[config.mk]
export PLATFORM = sky130hd
export DESIGN_NAME = mac_sequencer
export DESIGN_NICKNAME = d
export VERILOG_FILES = /design/src/rtl/mac_sequencer_pkg.sv /design/src/rtl/mac_sequencer_coeff_bank.sv /design/src/rtl/mac_sequencer.sv
export SDC_FILE = /design/constraint.sdc
export NUM_CORES = 1
export LEC_CHECK = 0
export ABC_AREA = 1
export BUFFER_PORTS_ARGS = -buffer_cell sky130_fd_sc_hd__buf_2
export CAP_MARGIN = 20
export CELL_PAD_IN_SITES_DETAIL_PLACEMENT = 0
export CELL_PAD_IN_SITES_GLOBAL_PLACEMENT = 1
export CORE_ASPECT_RATIO = 2
export CORE_UTILIZATION = 35
export CTS_CLUSTER_DIAMETER = 60
export DETAILED_ROUTE_END_ITERATION = 10
export PLACE_DENSITY_LB_ADDON = 0.3
export SYNTH_ARGS = -nofsm -noshare
export SYNTH_HDL_FRONTEND = slang
export SYNTH_SLANG_ARGS = --single-unit
[constraint.sdc]
create_clock -name clk_n -period 5.2 [get_ports clk_n]
set_input_delay 1.3 -clock clk_n [delete_from_list [all_inputs] [get_ports clk_n]]
set_output_delay 1.3 -clock clk_n [all_outputs]
set_load 0.02 [all_outputs]
[src/rtl/mac_sequencer_pkg.sv]
`default_nettype none
// ============================================================================
//  Module   : mac_sequencer_pkg
//  Purpose  : Shared types and constants for the Horner MAC sequencer:
//             FSM state encoding, IEEE-754 zero word, default datapath
//             latencies.
//  Revision : 1.0 - initial release
// ============================================================================
package mac_sequencer_pkg;

    // Sequencer states, 3-bit encoding
    typedef enum logic [2:0] {
        IDLE   = 3'd0,
        LD_S   = 3'd1,
        WAIT_M = 3'd2,
        LD_C   = 3'd3,
        WAIT_A = 3'd4,
        DONE   = 3'd5
    } state_t;

    // +0.0 in single precision; first Horner multiplicand
    localparam logic [31:0] FP_ZERO = 32'h0000_0000;

    // Latencies of the stock MAC datapath
    localparam int c_default_mul_lat = 2;
    localparam int c_default_add_lat = 2;

endpackage : mac_sequencer_pkg
`default_nettype wire

[src/rtl/mac_sequencer_coeff_bank.sv]
`default_nettype none
// ============================================================================
//  Module   : mac_sequencer_coeff_bank
//  Purpose  : coeff_bank - 16 x WIDTH coefficient register file with
//             synchronous write and combinational read.
//  Revision : 1.0 - initial release
// ============================================================================
module mac_sequencer_coeff_bank
    import mac_sequencer_pkg::*;
#(
    parameter int WIDTH = 32
) (
    input  logic             clk_n,
    input  logic             rst_n,
    input  logic             i_we,
    input  logic [3:0]       i_waddr,
    input  logic [WIDTH-1:0] i_wdata,
    input  logic [3:0]       i_raddr,
    output logic [WIDTH-1:0] o_rdata
);

    localparam int c_depth = 16;

    logic [WIDTH-1:0] r_mem [c_depth];

    // Clear every coefficient on reset, otherwise accept qualified writes
    always_ff @(posedge clk_n) begin
        if (!rst_n) begin
            for (int i = 0; i < c_depth; i++) begin
                r_mem[i] <= WIDTH'(FP_ZERO);
            end
        end else if (i_we) begin
            r_mem[i_waddr] <= i_wdata;
        end
    end

    assign o_rdata = r_mem[i_raddr];

endmodule : mac_sequencer_coeff_bank
`default_nettype wire

[src/rtl/mac_sequencer.sv]
`default_nettype none
// ============================================================================
//  Module   : mac_sequencer
//  Purpose  : Evaluates p(x) = sum c_k * x^k by Horner steps on an external
//             MAC datapath. Each step loads the multiplicand (0 first, then
//             x), waits MUL_LAT, loads coefficient c_j (j = DEGREE down to
//             0), waits ADD_LAT. The final adder output is the result.
//  Revision : 1.0 - initial release
// ============================================================================
module mac_sequencer
    import mac_sequencer_pkg::*;
#(
    parameter int WIDTH   = 32,
    parameter int DEGREE  = 4,
    parameter int MUL_LAT = c_default_mul_lat,
    parameter int ADD_LAT = c_default_add_lat
) (
    input  logic             clk_n,
    input  logic             rst_n,
    input  logic             cw_en,
    input  logic [3:0]       cw_addr,
    input  logic [WIDTH-1:0] cw_data,
    input  logic             x_valid,
    output logic             x_ready,
    input  logic [WIDTH-1:0] x_data,
    output logic             y_valid,
    input  logic             y_ready,
    output logic [WIDTH-1:0] y_data,
    output logic [WIDTH-1:0] dp_signal,
    output logic [WIDTH-1:0] dp_coeff,
    output logic             dp_LD_signal,
    output logic             dp_LD_coeff,
    input  logic [WIDTH-1:0] dp_result,
    output logic             busy
);

    localparam int c_max_lat = (MUL_LAT > ADD_LAT) ? MUL_LAT : ADD_LAT;
    localparam int c_cnt_w   = $clog2(c_max_lat + 1);
    localparam int c_step_w  = 5;

    localparam logic [c_cnt_w-1:0]  c_mul_cnt  = c_cnt_w'(MUL_LAT);
    localparam logic [c_cnt_w-1:0]  c_add_cnt  = c_cnt_w'(ADD_LAT);
    localparam logic [c_cnt_w-1:0]  c_cnt_one  = c_cnt_w'(1);
    localparam logic [c_step_w-1:0] c_steps    = c_step_w'(DEGREE + 1);
    localparam logic [c_step_w-1:0] c_step_one = c_step_w'(1);
    localparam logic [3:0]          c_max_addr = 4'(DEGREE);

    state_t              r_state;
    state_t              w_state_next;
    logic [WIDTH-1:0]    r_x;
    logic [WIDTH-1:0]    r_y;
    logic [c_step_w-1:0] r_step;     // Horner steps not yet loaded into the adder
    logic [c_cnt_w-1:0]  r_cnt;      // wait-state down-counter
    logic                w_coef_we;
    logic [3:0]          w_coef_raddr;
    logic [WIDTH-1:0]    w_coef_rdata;
    logic                w_first_step;
    logic                w_wait_end;

    // Coefficients may only change while no evaluation is in flight
    assign w_coef_we    = cw_en && (r_state == IDLE) && (cw_addr <= c_max_addr);
    // The coefficient for the current step is c_(remaining-1)
    assign w_coef_raddr = 4'(r_step - c_step_one);
    assign w_first_step = (r_step == c_steps);
    assign w_wait_end   = (r_cnt == c_cnt_one);

    mac_sequencer_coeff_bank #(
        .WIDTH (WIDTH)
    ) u_coeff_bank (
        .clk_n   (clk_n),
        .rst_n   (rst_n),
        .i_we    (w_coef_we),
        .i_waddr (cw_addr),
        .i_wdata (cw_data),
        .i_raddr (w_coef_raddr),
        .o_rdata (w_coef_rdata)
    );

    // State register
    always_ff @(posedge clk_n) begin
        if (!rst_n) begin
            r_state <= IDLE;
        end else begin
            r_state <= w_state_next;
        end
    end

    // Next-state decode
    always_comb begin
        w_state_next = r_state;
        case (r_state)
            IDLE:    if (x_valid) w_state_next = LD_S;
            LD_S:    w_state_next = WAIT_M;
            WAIT_M:  if (w_wait_end) w_state_next = LD_C;
            LD_C:    w_state_next = WAIT_A;
            WAIT_A:  if (w_wait_end) w_state_next = (r_step == '0) ? DONE : LD_S;
            DONE:    if (y_ready) w_state_next = IDLE;
            default: w_state_next = IDLE;
        endcase
    end

    // Operand capture, step/wait counters and result capture
    always_ff @(posedge clk_n) begin
        if (!rst_n) begin
            r_x    <= '0;
            r_y    <= '0;
            r_step <= '0;
            r_cnt  <= '0;
        end else begin
            case (r_state)
                IDLE: begin
                    if (x_valid) begin
                        r_x    <= x_data;
                        r_step <= c_steps;
                    end
                end
                LD_S:   r_cnt <= c_mul_cnt;
                WAIT_M: r_cnt <= r_cnt - c_cnt_one;
                LD_C: begin
                    r_cnt  <= c_add_cnt;
                    r_step <= r_step - c_step_one;
                end
                WAIT_A: begin
                    r_cnt <= r_cnt - c_cnt_one;
                    if (w_wait_end && (r_step == '0)) begin
                        r_y <= dp_result;
                    end
                end
                default: ;
            endcase
        end
    end

    // Datapath strobes; data buses are forced to zero outside their strobe
    always_comb begin
        dp_LD_signal = 1'b0;
        dp_LD_coeff  = 1'b0;
        dp_signal    = '0;
        dp_coeff     = '0;
        case (r_state)
            LD_S: begin
                dp_LD_signal = 1'b1;
                dp_signal    = w_first_step ? WIDTH'(FP_ZERO) : r_x;
            end
            LD_C: begin
                dp_LD_coeff = 1'b1;
                dp_coeff    = w_coef_rdata;
            end
            default: ;
        endcase
    end

    assign busy    = (r_state != IDLE);
    assign x_ready = (r_state == IDLE);
    assign y_valid = (r_state == DONE);
    assign y_data  = r_y;

endmodule : mac_sequencer
`default_nettype wire

# Word-level counts from Yosys, hierarchy flattened

Memories as Yosys holds them, arrays and structs flattened.
Index checks and enable logic that the tools add are counted.

Shift operators: 0
$add $sub $neg: 2
Equal/unequal tests: 11
Div/mod/pow operators: 0
Reduce and logical (&&, ||, !) cells: 15
Order comparisons: 1
Mux-type cells: 21
Multipliers: 0
Bitwise gates (word level): 0

Operator list:

| cell                                                | count |
|---|---|
| 2-to-1 mux 32 bit                                   | 4 |
| OR reduction 32 bit                                 | 1 |
| case mux 3 bit (6 select lines)                     | 1 |
| 2-to-1 mux 3 bit                                    | 5 |
| case mux 5 bit (2 select lines)                     | 1 |
| 2-to-1 mux 1 bit                                    | 7 |
| == test 3 x 2 -> 1 bit, second input constant       | 2 |
| == test 3 bit, second input constant                | 2 |
| inequality test 2 bit, second input constant        | 3 |
| AND reduction 2 bit                                 | 3 |
| == test 5 x 3 -> 1 bit, second input constant       | 1 |
| zero test 5 bit                                     | 1 |
| 2-to-1 mux 5 bit                                    | 1 |
| subtractor 5 x 1 -> 5 bit, second input constant    | 1 |
| <= comparator 4 x 3 -> 1 bit, second input constant | 1 |
| 2-to-1 mux 4 bit                                    | 1 |
| case mux 2 bit (2 select lines)                     | 1 |
| AND reduction 4 bit                                 | 1 |
| nonzero test 2 bit                                  | 2 |
| OR reduction 2 bit                                  | 2 |
| == test 3 x 1 -> 1 bit, second input constant       | 1 |
| logical AND 1 bit                                   | 3 |
| zero test 3 bit                                     | 1 |
| nonzero test 3 bit                                  | 1 |
| other kinds (3)                                     | 3 |

Bits in latches: 0
Bits of input ports: 105
ROM bits: 0
Bits in writable memories: 512
Memories kept: 1
Register bits after elaboration: 74
Word-level logic and storage cells: 56
Output and inout bits: 101

Memory list:

| name               | words | bits a word | rd ports | clocked after Yosys merged registers in | wr ports | RTL line                       | text |
|---|---|---|---|---|---|---|---|
| u_coeff_bank.r_mem | 16    | 32          | 1        | 0                                       | 16       | mac_sequencer_coeff_bank.sv:24 | `logic [WIDTH-1:0] r_mem [c_depth];` |

# Depth between registers and ports, before layout

Depth in word-level cells: 8
Gate-level depth with buffers: 13
Depth with buffers taken out: 8

# Modules after synthesis

A second synthesis with hierarchy kept.

Cells, all modules: 3,214
Area, all modules: 27,704.1 µm²

Modules (own cells, without submodules):

| module                   | area each (µm²) | cells an instance | times used | seq. area each (µm²) |
|---|---|---|---|---|
| mac_sequencer_coeff_bank | 24,359.6        | 2,734             | 1          | 15,374.7 |
| mac_sequencer            | 3,344.5         | 480               | 1          | 1,481.4 |

# Worst setup path after synthesis

OpenSTA, ideal clock, no wires.

Path kind: input to register
Start point: input cw_addr[3]
End point: memory u_coeff_bank.r_mem[0][0], enable pin
Library setup time: 0.466 ns
Stages: 5
Arrival: 4.165 ns
Buffers on the path: 0
Required time: 4.734 ns
Setup slack: 0.570 ns
Cells stage by stage: inv_1 nand3_1 nor3_4 nand2_1 o21ai_0

RTL lines:

| what               | RTL line                       | text |
|---|---|---|
| start: declaration | mac_sequencer.sv:21            | `input logic [3:0] cw_addr,` |
| end: declaration   | mac_sequencer_coeff_bank.sv:24 |  |

# Final worst setup path

Start point: register r_step[0]
End point: output dp_coeff[15]

Longest elaborated chain between the ends: 3

Ends and longest elaborated chain:

| what                      | RTL line             | text |
|---|---|---|
| start: declaration        | mac_sequencer.sv:52  | `logic [c_step_w-1:0] r_step;` |
| start signal: assignment  | mac_sequencer.sv:114 | `r_step <= c_steps;` |
| start signal: assignment  | mac_sequencer.sv:121 | `r_step <= r_step - c_step_one;` |
| subtractor 5 x 1 -> 5 bit | n/a                  |  |
| memory (16 x 32 bit)      | n/a                  |  |
| 2-to-1 mux 32 bit         | mac_sequencer.sv:140 | `case (r_state)` |
| end: declaration          | mac_sequencer.sv:30  | `output logic [WIDTH-1:0] dp_coeff,` |

No other way between the ends.

==> run_results.csv <==
group,metric,value,unit
place,place.gp.congestion,0.8402,
place,dp_hpwl,42970,um
floorplan,die_area,70540,um^2
hold_path,hp-class,"reg2reg",
global_routing,grt_pass1_vias,17660,
cells_and_area,final_nets,2939,
critical_path,critical_path.slowest_cell,"buf_4",
critical_path,path_buf_inv,3,
critical_path,cpPeakStageDelay,0.80,ns
timing,finalClockSkew,0.01467,ns
place,pre_cts_ws,0.9549,ns
global_routing,grt_use_total,19.49,%
critical_path,cp_num_cells,9,
timing,period_share,93.71,%
timing,worstMarginPinSlew,1.024,ns
power,power_density,446.0,nW/um^2
critical_path,worst_setup_path_start_kind,"flop",
clock_tree,cts.clk_slew.worst_paths,0.07,ns
clock_tree,clock_latency,0.59,ns
clock_tree,htree_levels,2,
route,drc_errors,0,
clock_tree,cts_tree,"done",
critical_path,end_kind,"output port",
floorplan,chipWidth,188.3,um
timing,fin_setup_tns,0,ns
global_routing,grt_antenna_before_repair,6,
logic_synthesis,synth_cell_types,26,
timing,hold_violations,0,
hold_path,hold_depth,2,
route,via_count,17510,
floorplan,io_pins,206,
route,dr.pass1.iters,5,
timing,rsz0062_at_grt,"no",
timing,period_needed,4.873,ns
critical_path,cp.arrival,3.57,ns
timing,slew_headroom,31.48,%
cells_and_area,final_layout_size_suffix_gt1_share,11.66,%
route,avgRoutedWirePerCell,18.32,um
clock_tree,clock-root-buffer,"clkbuf_16",
critical_path,crit_path_max_fanout,181,
route,vias_per_cell,4.638,
critical_path,path_class,"reg2out",
clock_tree,numCtsBuffers,51,
floorplan,start_util,35.34,%
timing,setup_viol,0,
critical_path,worstPathRequired,3.90,ns
clock_tree,cts_max_path_buffers,3,
flow_run,cap_violations,0,
route,drtIter0Drc,1038,
critical_path,cp_top_family,"buffers and inverters",
floorplan,std_cell_rows,136,
place,port_buffers,205,
power,p_total,0.01301,W
logic_synthesis,syn_avg_cell_area,10.43,um^2
logic_synthesis,yosysSeqAreaShare,69.38,%
clock_tree,clock_sinks,586,
logic_synthesis,synth-seq-cells,586,
cells_and_area,syn_to_final_growth,20.08,%
critical_path,path_cells,"buf_12 > buf_4 > nand2_1 > nand3_1 > nand3_1 > nand2_1 > nand2_1 > nand2_1 > buf_2",
critical_path,reg2reg_depth,9,
power,p_leak,12.31,nW
global_routing,grt_start_max_net_pins,182,
power,ir_drop,0.3350,mV
logic_synthesis,syn_inst,2330,
cells_and_area,post-route-util,42.44,%
timing,max_freq,0.2052,GHz
route,ant_nets,0,
timing,fin_ws,0.3271,ns
floorplan,die_h,374.6,um
route,wl,69140,um
global_routing,grt_pass1_wl,103400,um
cells_and_area,n_fill_cell,6848,
clock_tree,cts_setup_buffers,0,
floorplan,core,68750,um^2
global_routing,overflow,0,
logic_synthesis,synth_area,24300,um^2
clock_tree,cts_resized,0,
timing,slew_violations,0,
logic_synthesis,yosys_warnings,0,
clock_tree,cts_hold_buf,0,
critical_path,path_common_cell,"nand2_1",
outcome,status,"finished, final reports clean",
[metrics by stage]
step                hold slack, ns  cells  cell area (um^2)
floorplan                   0.4307   2681             25610
global placement            0.4416   3673             27510
detailed placement          0.4483   3674             27520
CTS                         0.4588   3769             29140
global route                0.4743   3774             29170
finish                      0.4561   3775             29180
[final timing paths]
kind / start / end / slack, ns
worst max register to register: r_step[0] / y_data[19] / 2.50
worst max-delay path: r_step[0] / dp_coeff[15] / 0.33
worst min register to register: r_x[6] / r_x[6] / 0.46
worst min-delay path: r_x[6] / r_x[6] / 0.46
[power breakdown]
| group | switching [W] | internal, W |
|---|---|---|
| clock network | 0.00171 | 0.00206 |
| logic | 0.00262 | 0.00102 |
| registers | 0.000116 | 0.00549 |
| total | 0.00445 | 0.00857 |
[worst min-delay path, delay by kind of cell, from the launching register on]
family                 cells  cell delay (ns)
DFF                        1             0.30
buffers and inverters      1             0.06
AOI/OAI and AO/OA          1             0.05
[registers in the layout, summed over array words and instances, names as in the netlist]
name	flops
r_state	3
y_data	32
r_step	5
u_coeff_bank.r_mem	512
r_x	32
r_cnt	2
[layout make-up]
cell class	instances	area [um^2]	area share [%]
Clock buffer	61	1356	4.649
Clock inverter	34	259.0	0.8877
Multi-Input combinational cell	1842	7762	26.61
Sequential cell	586	16860	57.79
Antenna cell	5	12.51	0.04289
Inverter	103	396.6	1.359
Tap cell	897	1122	3.847
Timing Repair Buffer	247	1406	4.820
[cells in the mapped netlist]
cell type	number	area share, %
nor3_1	64	1.3
nand2_1	698	11
clkbuf_1	90	1.4
or2_2	1	0.026
buf_6	9	0.42
nor2_1	213	3.3
o21ai_0	67	1.4
buf_1	19	0.29
conb_1	1	0.015
nand4_1	1	0.026
dfxtp_1	74	6.1
buf_4	1	0.031
nor2_2	1	0.026
a21oi_1	44	0.91
buf_2	31	0.64
o211ai_1	1	0.031
nor3_4	1	0.067
xor2_1	1	0.036
o21a_1	1	0.031
nand3_1	392	8.1
edfxtp_1	512	63
inv_1	102	1.6
inv_2	1	0.015
xnor2_2	1	0.067
a211oi_1	1	0.031
ha_1	3	0.15
[cells by family (layout without fill, tap and decap cells)]
kind of cell	after synthesis	count (layout)	synth area share (%)
AND/OR/NAND/NOR	1371	1371	23.61
flip-flops	586	586	69.38
buffers and inverters	253	445	4.362
AO/OA/AOI/OAI	114	114	2.379
adder cells (fa/ha/maj)	3	3	0.1545
XOR/XNOR	2	2	0.1030
other	1	357	0.01543
[layout by cell type (no fill, tap or decap), types with 2 or more instances in the layout]
master / n
nand3_1: 392
clkbuf_1: 8
clkinvlp_2: 2
edfxtp_1: 512
buf_4: 37
buf_2: 205
buf_12: 3
clkinv_1: 13
inv_1: 101
conb_1: 352
bufinv_16: 4
dfxtp_1: 73
ha_1: 2
clkbuf_16: 53
clkinv_2: 13
nand2_1: 697
diode_2: 5
a21oi_1: 44
clkinvlp_4: 2
nor2_1: 210
o21ai_0: 66
nor2_2: 4
nor3_1: 64
[per-layer routing]
layer  global-route usage [%]  share of wire, %  vias up
li1                         -                 -     8549
met4                    8.110               3.9        2
met3                    2.340               4.3      143
met2                    37.35                55      446
met5                        0             0.012        -
met1                    21.31                37     8367
Power figures use the tool's default switching activity.
